--- config.mk ---
export PLATFORM = sky130hd
export DESIGN_NAME = rsa_io_ctrl
export DESIGN_NICKNAME = d
export VERILOG_FILES = /design/src/rtl/rsa_pkg.sv /design/src/rtl/byte_ser.sv /design/src/rtl/rsa_io_ctrl.sv
export SDC_FILE = /design/constraint.sdc
export NUM_CORES = 1
export LEC_CHECK = 0
export ABC_CLOCK_PERIOD_IN_PS = 2150
export BUFFER_PORTS_ARGS = -buffer_cell sky130_fd_sc_hd__buf_2
export CELL_PAD_IN_SITES_DETAIL_PLACEMENT = 1
export CELL_PAD_IN_SITES_GLOBAL_PLACEMENT = 2
export CORE_UTILIZATION = 32
export CTS_CLUSTER_SIZE = 20
export DETAILED_ROUTE_END_ITERATION = 7
export PLACE_DENSITY = 0.83
export SLEW_MARGIN = 20
export SYNTH_ARGS = -nofsm -noshare
export SYNTH_HDL_FRONTEND = slang
export SYNTH_SLANG_ARGS = --single-unit
--- constraint.sdc ---
create_clock -name clk -period 2.15 [get_ports clk]
set_clock_uncertainty 0.15 [all_clocks]
set_input_delay 0.3225 -clock clk [delete_from_list [all_inputs] [get_ports clk]]
set_output_delay 0.3225 -clock clk [all_outputs]
set_load 0.01 [all_outputs]
--- src/rtl/rsa_pkg.sv ---
// rsa_pkg: shared width, state encoding and counter sizing for the modexp I/O controller.
package rsa_pkg;
    localparam int RSA_W = 64;

    typedef enum logic [2:0] {LOAD, CHECK, START, WAIT, SEND, ERR} state_t;

    function automatic int cnt_w(input int w);
        return $clog2(3 * w / 8);
    endfunction

    localparam int CNT_W = cnt_w(RSA_W);
endpackage

--- src/rtl/byte_ser.sv ---
// byte_ser: W-bit parallel-load, MSB-first byte serializer with valid/ready.
module byte_ser #(
    parameter int W = 64
) (
    input  logic         clk,
    input  logic         rst_n,
    input  logic         load,
    input  logic [W-1:0] din,
    output logic [7:0]   data,
    output logic         valid,
    input  logic         ready,
    output logic         done
);
    localparam int NW = $clog2(W / 8) + 1;

    logic [W-1:0]  sh;
    logic [NW-1:0] n;

    assign data  = sh[W-1 -: 8];
    assign valid = n != '0;
    assign done  = valid && ready && n == NW'(1);

    always_ff @(posedge clk or negedge rst_n) begin
        if (!rst_n) begin
            sh <= '0;
            n  <= '0;
        end else if (load) begin
            sh <= din;
            n  <= NW'(W / 8);
        end else if (valid && ready) begin
            sh <= {sh[W-9:0], 8'h00};
            n  <= n - NW'(1);
        end
    end
endmodule

--- src/rtl/rsa_io_ctrl.sv ---
// rsa_io_ctrl: byte-serial operand loader and result unloader for the modexp engine,
// with N = 0 rejection and an engine run-time bound.
module rsa_io_ctrl
    import rsa_pkg::*;
#(
    parameter int W         = RSA_W,
    parameter int START_CYC = 2,
    parameter int TIMEOUT   = 1048576
) (
    input  logic         clk,
    input  logic         rst_n,
    input  logic [7:0]   in_data,
    input  logic         in_valid,
    output logic         in_ready,
    output logic [7:0]   out_data,
    output logic         out_valid,
    input  logic         out_ready,
    output logic         err,
    input  logic         err_clr,
    output logic [W-1:0] core_a,
    output logic [W-1:0] core_m,
    output logic [W-1:0] core_N,
    output logic         core_start_n,
    input  logic         core_ready_n,
    input  logic [W-1:0] core_result
);
    localparam int NB = 3 * W / 8;
    localparam int CW = cnt_w(W);
    localparam int TW = $clog2(TIMEOUT + 1);
    localparam int SW = $clog2(START_CYC + 1);

    state_t          state, state_n;
    logic [3*W-1:0]  opr;
    logic [CW-1:0]   bcnt;
    logic [TW-1:0]   wcnt;
    logic [SW-1:0]   scnt;
    logic            in_hs, last_byte, cap, ser_done;

    // the operand shift register doubles as the engine operand registers
    assign core_a    = opr[3*W-1 -: W];
    assign core_m    = opr[2*W-1 -: W];
    assign core_N    = opr[W-1:0];
    assign in_ready  = state == LOAD;
    assign in_hs     = in_valid && in_ready;
    assign last_byte = bcnt == CW'(NB - 1);
    assign cap       = state == WAIT && wcnt != '0 && !core_ready_n;
    assign err       = state == ERR;

    always_comb begin
        state_n = state;
        case (state)
            LOAD:    if (in_hs && last_byte) state_n = CHECK;
            CHECK:   state_n = core_N == '0 ? ERR : START;
            START:   if (scnt == SW'(START_CYC - 1)) state_n = WAIT;
            WAIT:    state_n = cap ? SEND : wcnt == TW'(TIMEOUT - 1) ? ERR : WAIT;
            SEND:    if (ser_done) state_n = LOAD;
            ERR:     if (err_clr) state_n = LOAD;
            default: state_n = LOAD;
        endcase
    end

    // core_start_n resets low so the engine stays in load while we are in reset
    always_ff @(posedge clk or negedge rst_n) begin
        if (!rst_n) begin
            state        <= LOAD;
            opr          <= '0;
            bcnt         <= '0;
            wcnt         <= '0;
            scnt         <= '0;
            core_start_n <= 1'b0;
        end else begin
            state        <= state_n;
            core_start_n <= state_n != START;
            if (in_hs)
                opr <= {opr[3*W-9:0], in_data};
            bcnt <= (state != LOAD || (in_hs && last_byte)) ? '0 : bcnt + CW'(in_hs);
            wcnt <= state == WAIT ? wcnt + TW'(1) : '0;
            scnt <= state == START ? scnt + SW'(1) : '0;
        end
    end

    byte_ser #(.W(W)) u_ser (
        .clk   (clk),
        .rst_n (rst_n),
        .load  (cap),
        .din   (core_result),
        .data  (out_data),
        .valid (out_valid),
        .ready (out_ready),
        .done  (ser_done)
    );
endmodule

==> results of run 1 <==
## critical path, stage by stage (launching register included)
cell	delay, ns
dfrtp_1	0.39
inv_2	0.07
ha_1	0.13
or3b_4	0.39
buf_6	0.14
## worst max path at each step
stage,startpoint,to,cells after the start
finish,u_ser.n[0]$_DFFE_PN0P_,out_valid,4
global route,u_ser.n[0]$_DFFE_PN0P_,out_valid,4
CTS,u_ser.n[1]$_DFFE_PN0P_,out_valid,4
detailed placement,opr[3]$_DFFE_PN0P_,state[0]$_DFF_PN0_,6
global placement,opr[3]$_DFFE_PN0P_,state[2]$_DFF_PN0_,6
floorplan,state[2]$_DFF_PN0_,bcnt[4]$_DFF_PN0_,11
## flip-flops by register name, summed over array words and instances (netlist names)
signal,count
bcnt,5
core_start_n,1
opr,192
scnt,2
state,3
u_ser.n,4
u_ser.sh,64
wcnt,21
## repair_timing
action	4_1_cts	5_1_grt
gates cloned	0	1
pin swaps	0	2
endpoints found under the setup margin	3	38
setup buffers	2	2
hold endpoints to repair	118	0
hold buffers	73	0
resized for setup	4	16
## per-layer routing
metal	up-vias	track usage	wire length, microns
met5	-	0	0
met4	0	0.0822	1410
met3	82	0.0330	1390
met2	226	0.315	17600
met1	4541	0.222	14400
li1	4126	-	-
## cells by family (layout without fill, tap and decap cells)
family | count (synthesis) | after routing | share of synthesized area
adders and majority gates | 8 | 8 | 0.00833
AOI/OAI and AO/OA | 69 | 69 | 0.0359
DFF | 292 | 292 | 0.608
muxes | 192 | 192 | 0.180
and+or+nand+nor | 314 | 314 | 0.117
xor gates and xnor gates | 22 | 22 | 0.0160
other | 0 | 2 | 0
buffers and inverters | 72 | 480 | 0.0339
## metrics by stage
step	hold WS, ns	total power (W)	instance area, sq um	setup WS (ns)
after floorplan	-0.123	0.0112	12000	0.0136
after global placement	0.148	0.0140	14200	0.0227
after detailed placement	0.144	0.0143	14200	-0.0235
after CTS	0.0880	0.0201	16100	-0.00121
after global routing	0.119	0.0209	16200	-0.0246
final	0.117	0.0199	16200	0.0619
## synthesized netlist by cell type, types with 2 or more instances
cell type    n
or2_2        2
nand2_1    140
nor4_1      23
ha_1         8
or3_1        2
buf_4       26
a21oi_1      5
dfrtp_1    292
nand3_1     18
nor3_2       2
and4_1       2
o21ai_0      4
xnor2_1     11
buf_6        2
xor2_1      11
nor3b_1      4
nand2b_1     3
a31oi_1     57
nand4_1     10
or3b_1       2
buf_2       19
inv_1       10
and2_1       4
nor2_1      92
clkbuf_1    15
and3_1       3
mux2_2     192
## power by group
part	switching (W)	total, W	internal (W)
Sequential	0.00143	0.00837	0.00694
Clock	0.00222	0.00554	0.00331
Combinational	0.00288	0.00598	0.00311
Total	0.00653	0.0199	0.0134
## cells in the final DEF (no fill, tap or decap), types with 3 or more instances in the layout
| cell | synthesis | final |
|---|---|---|
| dfrtp_1 | 292 | 291 |
| buf_2 | 19 | 279 |
| mux2_2 | 192 | 192 |
| nand2_1 | 140 | 139 |
| nor2_1 | 92 | 92 |
| dlygate4sd3_1 | 0 | 73 |
| a31oi_1 | 57 | 57 |
| buf_4 | 26 | 41 |
| clkbuf_16 | 0 | 37 |
| nand3_1 | 18 | 18 |
| nor4_1 | 23 | 14 |
| buf_12 | 0 | 14 |
| xnor2_1 | 11 | 11 |
| xor2_1 | 11 | 11 |
| clkbuf_1 | 15 | 11 |
| nand4_1 | 10 | 10 |
| nor4_2 | 0 | 9 |
| inv_1 | 10 | 8 |
| ha_1 | 8 | 8 |
| clkbuf_8 | 0 | 7 |
| a21oi_1 | 5 | 5 |
| nor3b_1 | 4 | 4 |
| nand2b_1 | 3 | 3 |
| and3_1 | 3 | 3 |
| o21ai_0 | 4 | 3 |
## final cells by class
class,instances,area share
Antenna cell,2,0.000309
Clock buffer,54,0.0641
Clock inverter,4,0.00216
Inverter,10,0.00232
Multi-Input combinational cell,605,0.270
Sequential cell,292,0.451
Tap cell,468,0.0362
Timing Repair Buffer,412,0.173
==> flow_metrics.py, run 1 <==
metrics = {
    "outcome": {
        "status": "finished clean",
    },
    "sta": {
        "fmax_mhz": 479,
        "finalSetupViolCount": 0,
        "fin_crit_sh": 0.971,
        "slew_headroom": 0.671,
        "timing.setup.tns_ns": 0,
        "hold_viol": 0,
        "fin_crit_ns": 2.09,
        "drv_slew": 0,
        "rsz0062_at_grt": "true",
        "worst_pin_slew_ns": 0.493,
    },
    "route": {
        "finalWirelength_microns": 34800,
        "drtIter0Drc": 326,
        "vias_per_cell": 4.86,
        "routedWlPerCell_microns": 18.8,
        "ant_nets": 0,
        "first_pass_iters": 4,
        "drcViolationCount": 0,
        "vias": 8975,
    },
    "worst_hold_path": {
        "min_to": "u_ser.sh[7]$_DFFE_PN0P_",
        "whs_path_depth": 4,
        "min_path_type": "primary input to flop",
        "min-delay-start": "out_ready",
    },
    "clock_tree": {
        "cts_tree": "yes",
        "cts-root-buf": "clkbuf_16",
        "h-tree-depth": 2,
        "clkTransAtPathRegs_ns": 0.05,
        "insertion_delay_ns": 0.51,
        "cts_inserted_buffers": 35,
        "cts.sinks": 292,
        "clock_path_buffers": 3,
    },
    "yosys": {
        "ys_ff_latch": 292,
        "ys.flop_type": "dfrtp_1",
        "avgSynthCellArea_sq_um": 12.4,
        "synthArstFlopShare": 1.00,
        "synthesis.nets": 1055,
        "yosysTopAreaCell": "dfrtp_1",
        "ys_top_cells_by_area": "dfrtp_1 61%, mux2_2 18%, nand2_1 4.4%, a31oi_1 3.0%, nor2_1 2.9%",
        "synthCells": 969,
        "yosysTopAreaCellShare": 0.608,
        "ys_warn_count": 0,
        "synth_seq_area_share": 0.608,
        "yosysUniqueCellTypes": 37,
        "synthesis.area_sq_mm": 0.0120,
        "synth_edf_count": 0,
    },
    "setup_path": {
        "r2r-start": "state[1]$_DFF_PN0_",
        "critical_path_class": "flop to primary output",
        "reg2reg_to": "opr[106]$_DFFE_PN0P_",
        "crit_required_ns": 1.68,
        "rrSetupSlack_ns": 0.08,
        "worstPathMaxFanout": 3,
        "r2r.worst_path.cells": 5,
        "end_kind": "primary output",
        "start_kind": "flop",
        "arrival_ns": 1.62,
    },
    "global_routing": {
        "grt_pass1_vias": 9962,
        "antenna_found_initial": 2,
        "grt_max_degree": 62,
        "grt_use_total": 0.182,
        "grt_pass1_wl_microns": 55700,
        "grt.overflow.total": 0,
    },
    "place": {
        "port_buffers": 281,
        "dp.cells": 1709,
        "globalplace.congestion": 0.792,
        "dp_hpwl_microns": 23400,
    },
    "layout": {
        "register_area_sq_mm": 0.00731,
        "area_growth_pct": 34.8,
        "fin_cells": 1847,
        "nNetsFinal": 1442,
        "multiInputGateArea_sq_mm": 0.00438,
        "utilization": 0.440,
        "fillers": 4007,
        "drive_gt1_frac": 0.439,
    },
    "floorplanning": {
        "initial_core_util": 0.326,
        "fp.coreArea_sq_mm": 0.0368,
        "std_cell_rows": 70,
        "chipHeight_microns": 196,
        "die_area_sq_mm": 0.0383,
        "ioPinCount": 282,
        "die_x_microns": 196,
    },
    "power": {
        "p_per_area_mw_per_mm2": 1230,
        "vdd_drop_max_uv": 662,
        "leakage_nw": 7.95,
    },
    "flow_run": {
        "maxCapViolCount": 0,
    },
}
Power figures use the tool's default switching activity.
==> run 2, diff against run 1 <==
--- a/config.mk
+++ b/config.mk
@@ -7,12 +7,11 @@
 export LEC_CHECK = 0
 export ABC_CLOCK_PERIOD_IN_PS = 2150
 export BUFFER_PORTS_ARGS = -buffer_cell sky130_fd_sc_hd__buf_2
-export CELL_PAD_IN_SITES_DETAIL_PLACEMENT = 1
-export CELL_PAD_IN_SITES_GLOBAL_PLACEMENT = 2
-export CORE_UTILIZATION = 32
+export CORE_ASPECT_RATIO = 2
+export CORE_UTILIZATION = 45
 export CTS_CLUSTER_SIZE = 20
 export DETAILED_ROUTE_END_ITERATION = 7
-export PLACE_DENSITY = 0.83
+export PLACE_DENSITY = 0.78
 export SLEW_MARGIN = 20
 export SYNTH_ARGS = -nofsm -noshare
 export SYNTH_HDL_FRONTEND = slang
==> run 2 against run 1 <==
Net effect:
- power decreased by 4.8%
- setup slack got worse by 0.032 ns
- global-route usage increased by 4.5 points
- clock power decreased by 14%
- routed wire length fell by 7.3%
- flip-flop and latch count stayed put
- critical path depth grew 1
- register-to-register slack lost 0.05 ns
- non-clock buffer count rose by 6
- sequential power decreased by 1%
- cell area is 1.8% lower
- largest cell class unchanged
==> flow_metrics.py, run 2 (synthesis gave the netlist of run 1 again) <==
metrics = {
    "sta": {
        "drv_slew": 0,
        "finalSetupViolCount": 0,
        "worst_pin_slew_ns": 0.604,
        "fmax_mhz": 472,
        "worst_slack_ns": 0.0303,
        "timing.setup.tns_ns": 0,
        "slew_headroom": 0.597,
        "hold_viol": 0,
        "fin_crit_ns": 2.12,
        "fin_crit_sh": 0.986,
        "rsz0062_at_grt": "true",
    },
    "clock_tree": {
        "cts.sinks": 292,
        "cts_inserted_buffers": 26,
        "insertion_delay_ns": 0.53,
        "cts_tree": "yes",
        "h-tree-depth": 1,
        "clkTransAtPathRegs_ns": 0.07,
        "cts-root-buf": "clkbuf_16",
        "clock_path_buffers": 3,
    },
    "route": {
        "vias_per_cell": 5.40,
        "vias": 9257,
        "first_pass_iters": 7,
        "finalWirelength_microns": 32200,
        "drtIter0Drc": 685,
        "ant_nets": 0,
        "drcViolationCount": 0,
        "routedWlPerCell_microns": 18.8,
    },
    "setup_path": {
        "critical_path_class": "flop to flop",
        "end_kind": "flop",
        "crit_required_ns": 2.41,
        "start_kind": "flop",
        "crit_chain": "nor4_2, and3_4, a311o_2, a21oi_2, or4_1",
        "r2r-start": "wcnt[9]$_DFF_PN0_",
        "worstPathMaxFanout": 6,
        "max_stage_delay_ns": 0.47,
        "critPathBufInv": 0,
        "critPathTopFamily": "simple AND/OR/NAND/NOR gates",
        "worstSetupStartpoint": "wcnt[9]$_DFF_PN0_",
        "arrival_ns": 2.38,
        "crit_path_top_delay_cell": "or4_1",
    },
    "floorplanning": {
        "std_cell_rows": 84,
        "die_area_sq_mm": 0.0274,
        "die_x_microns": 118,
        "fp.coreArea_sq_mm": 0.0263,
        "ioPinCount": 282,
        "initial_core_util": 0.457,
        "chipHeight_microns": 233,
    },
    "place": {
        "pre_cts_ws_ns": -0.122,
        "port_buffers": 281,
        "dp_hpwl_microns": 20400,
        "globalplace.congestion": 0.874,
    },
    "layout": {
        "fillers": 1993,
        "reg_top3": "opr: 192 flops, u_ser.sh: 64 flops, wcnt: 21 flops",
        "top_register": "opr",
        "utilization": 0.605,
        "mostFrequentLayoutCells": "288 x dfrtp_1, 279 x buf_2, 192 x mux2_2, 139 x nand2_1, 90 x nor2_1",
        "nNetsFinal": 1439,
        "final_common_cell": "dfrtp_1",
        "area_growth_pct": 32.5,
        "drive_gt1_frac": 0.445,
        "largest_reg_flops": 192,
        "antenna_cells": 0,
    },
    "power": {
        "p_per_area_mw_per_mm2": 1190,
        "power_w": 0.0189,
        "vdd_drop_max_uv": 1040,
        "leakage_nw": 7.90,
    },
    "worst_hold_path": {
        "min-delay-start": "out_ready",
        "min_path_type": "primary input to flop",
    },
    "flow_run": {
        "maxCapViolCount": 0,
    },
    "global_routing": {
        "antenna_found_initial": 0,
        "grt_use_total": 0.228,
        "grt_pass1_wl_microns": 49400,
        "grt_max_degree": 73,
        "grt.overflow.total": 0,
        "grt_pass1_vias": 9478,
    },
    "outcome": {
        "status": "finished clean",
    },
}
[run 2: cell types whose count changed in the layout (fill, tap and decap cells not counted), sizes merged]
cell      previous run  this run
buf                338       343
bufinv               0         3
clkbuf              55        38
clkinv               3         4
clkinvlp             0         2
diode                2         0
[run 2: metrics by stage]
step	instances	instance area, sq um	hold slack, ns
2_1_floorplan	969	12000	-0.123
3_3_place_gp	1581	14000	0.200
3_5_place_dp	1581	14000	0.200
4_1_cts	1706	15700	0.0555
5_1_grt	1715	15900	0.0770
6_report	1715	15900	0.0769
[run 2: where the power goes]
group / leakage, nW / total, W / switching, W / internal (W)
logic: 3.63 / 0.00586 / 0.00282 / 0.00304
registers: 3.85 / 0.00829 / 0.00135 / 0.00694
clock network: 0.424 / 0.00479 / 0.00202 / 0.00277
total: 7.90 / 0.0189 / 0.00619 / 0.0127
[run 2: cell type report]
type / count / area, sq um / share of cell area
inverter: 10 / 37.5 / 0.00236
multi-input combinational: 605 / 4410 / 0.277
timing repair buffer: 418 / 2840 / 0.179
sequential: 292 / 7310 / 0.460
clock inverter: 10 / 134 / 0.00842
clock buffer: 36 / 739 / 0.0465
tap: 344 / 430 / 0.0271
[run 2: worst register-to-register path, stage by stage, from the launching register on]
cell	delay, ns
dfrtp_1	0.45
nor4_2	0.31
and3_4	0.23
a311o_2	0.30
a21oi_2	0.09
or4_1	0.47
[run 2: timing repair]
action,4_1_cts,5_1_grt
gates resized for setup,15,15
pin swaps,2,4
gates cloned,1,3
setup endpoints to repair,68,71
hold buffers,73,0
buffers inserted,5,6
endpoints found under the hold margin,134,0
[run 2: final timing paths]
check                           slack [ns]                  endpoint  cells past startpoint
worst max-delay path                  0.03        state[2]$_DFF_PN0_                      5
worst min-delay path                  0.08    u_ser.n[1]$_DFFE_PN0P_                      4
worst max register to register        0.03        state[2]$_DFF_PN0_                      5
worst min register to register        0.28         scnt[0]$_DFF_PN0_                      1
max in group asynchronous             0.91      opr[130]$_DFFE_PN0P_                      3
min in group asynchronous             0.23  u_ser.sh[50]$_DFFE_PN0P_                      2
[run 2: per-layer routing]
metal / GRT usage / wire [microns] / vias up
li1: - / - / 4117
met1: 0.238 / 10900 / 4585
met2: 0.425 / 17500 / 432
met3: 0.0375 / 1870 / 123
met4: 0.135 / 1890 / 0
met5: 0 / 0 / -
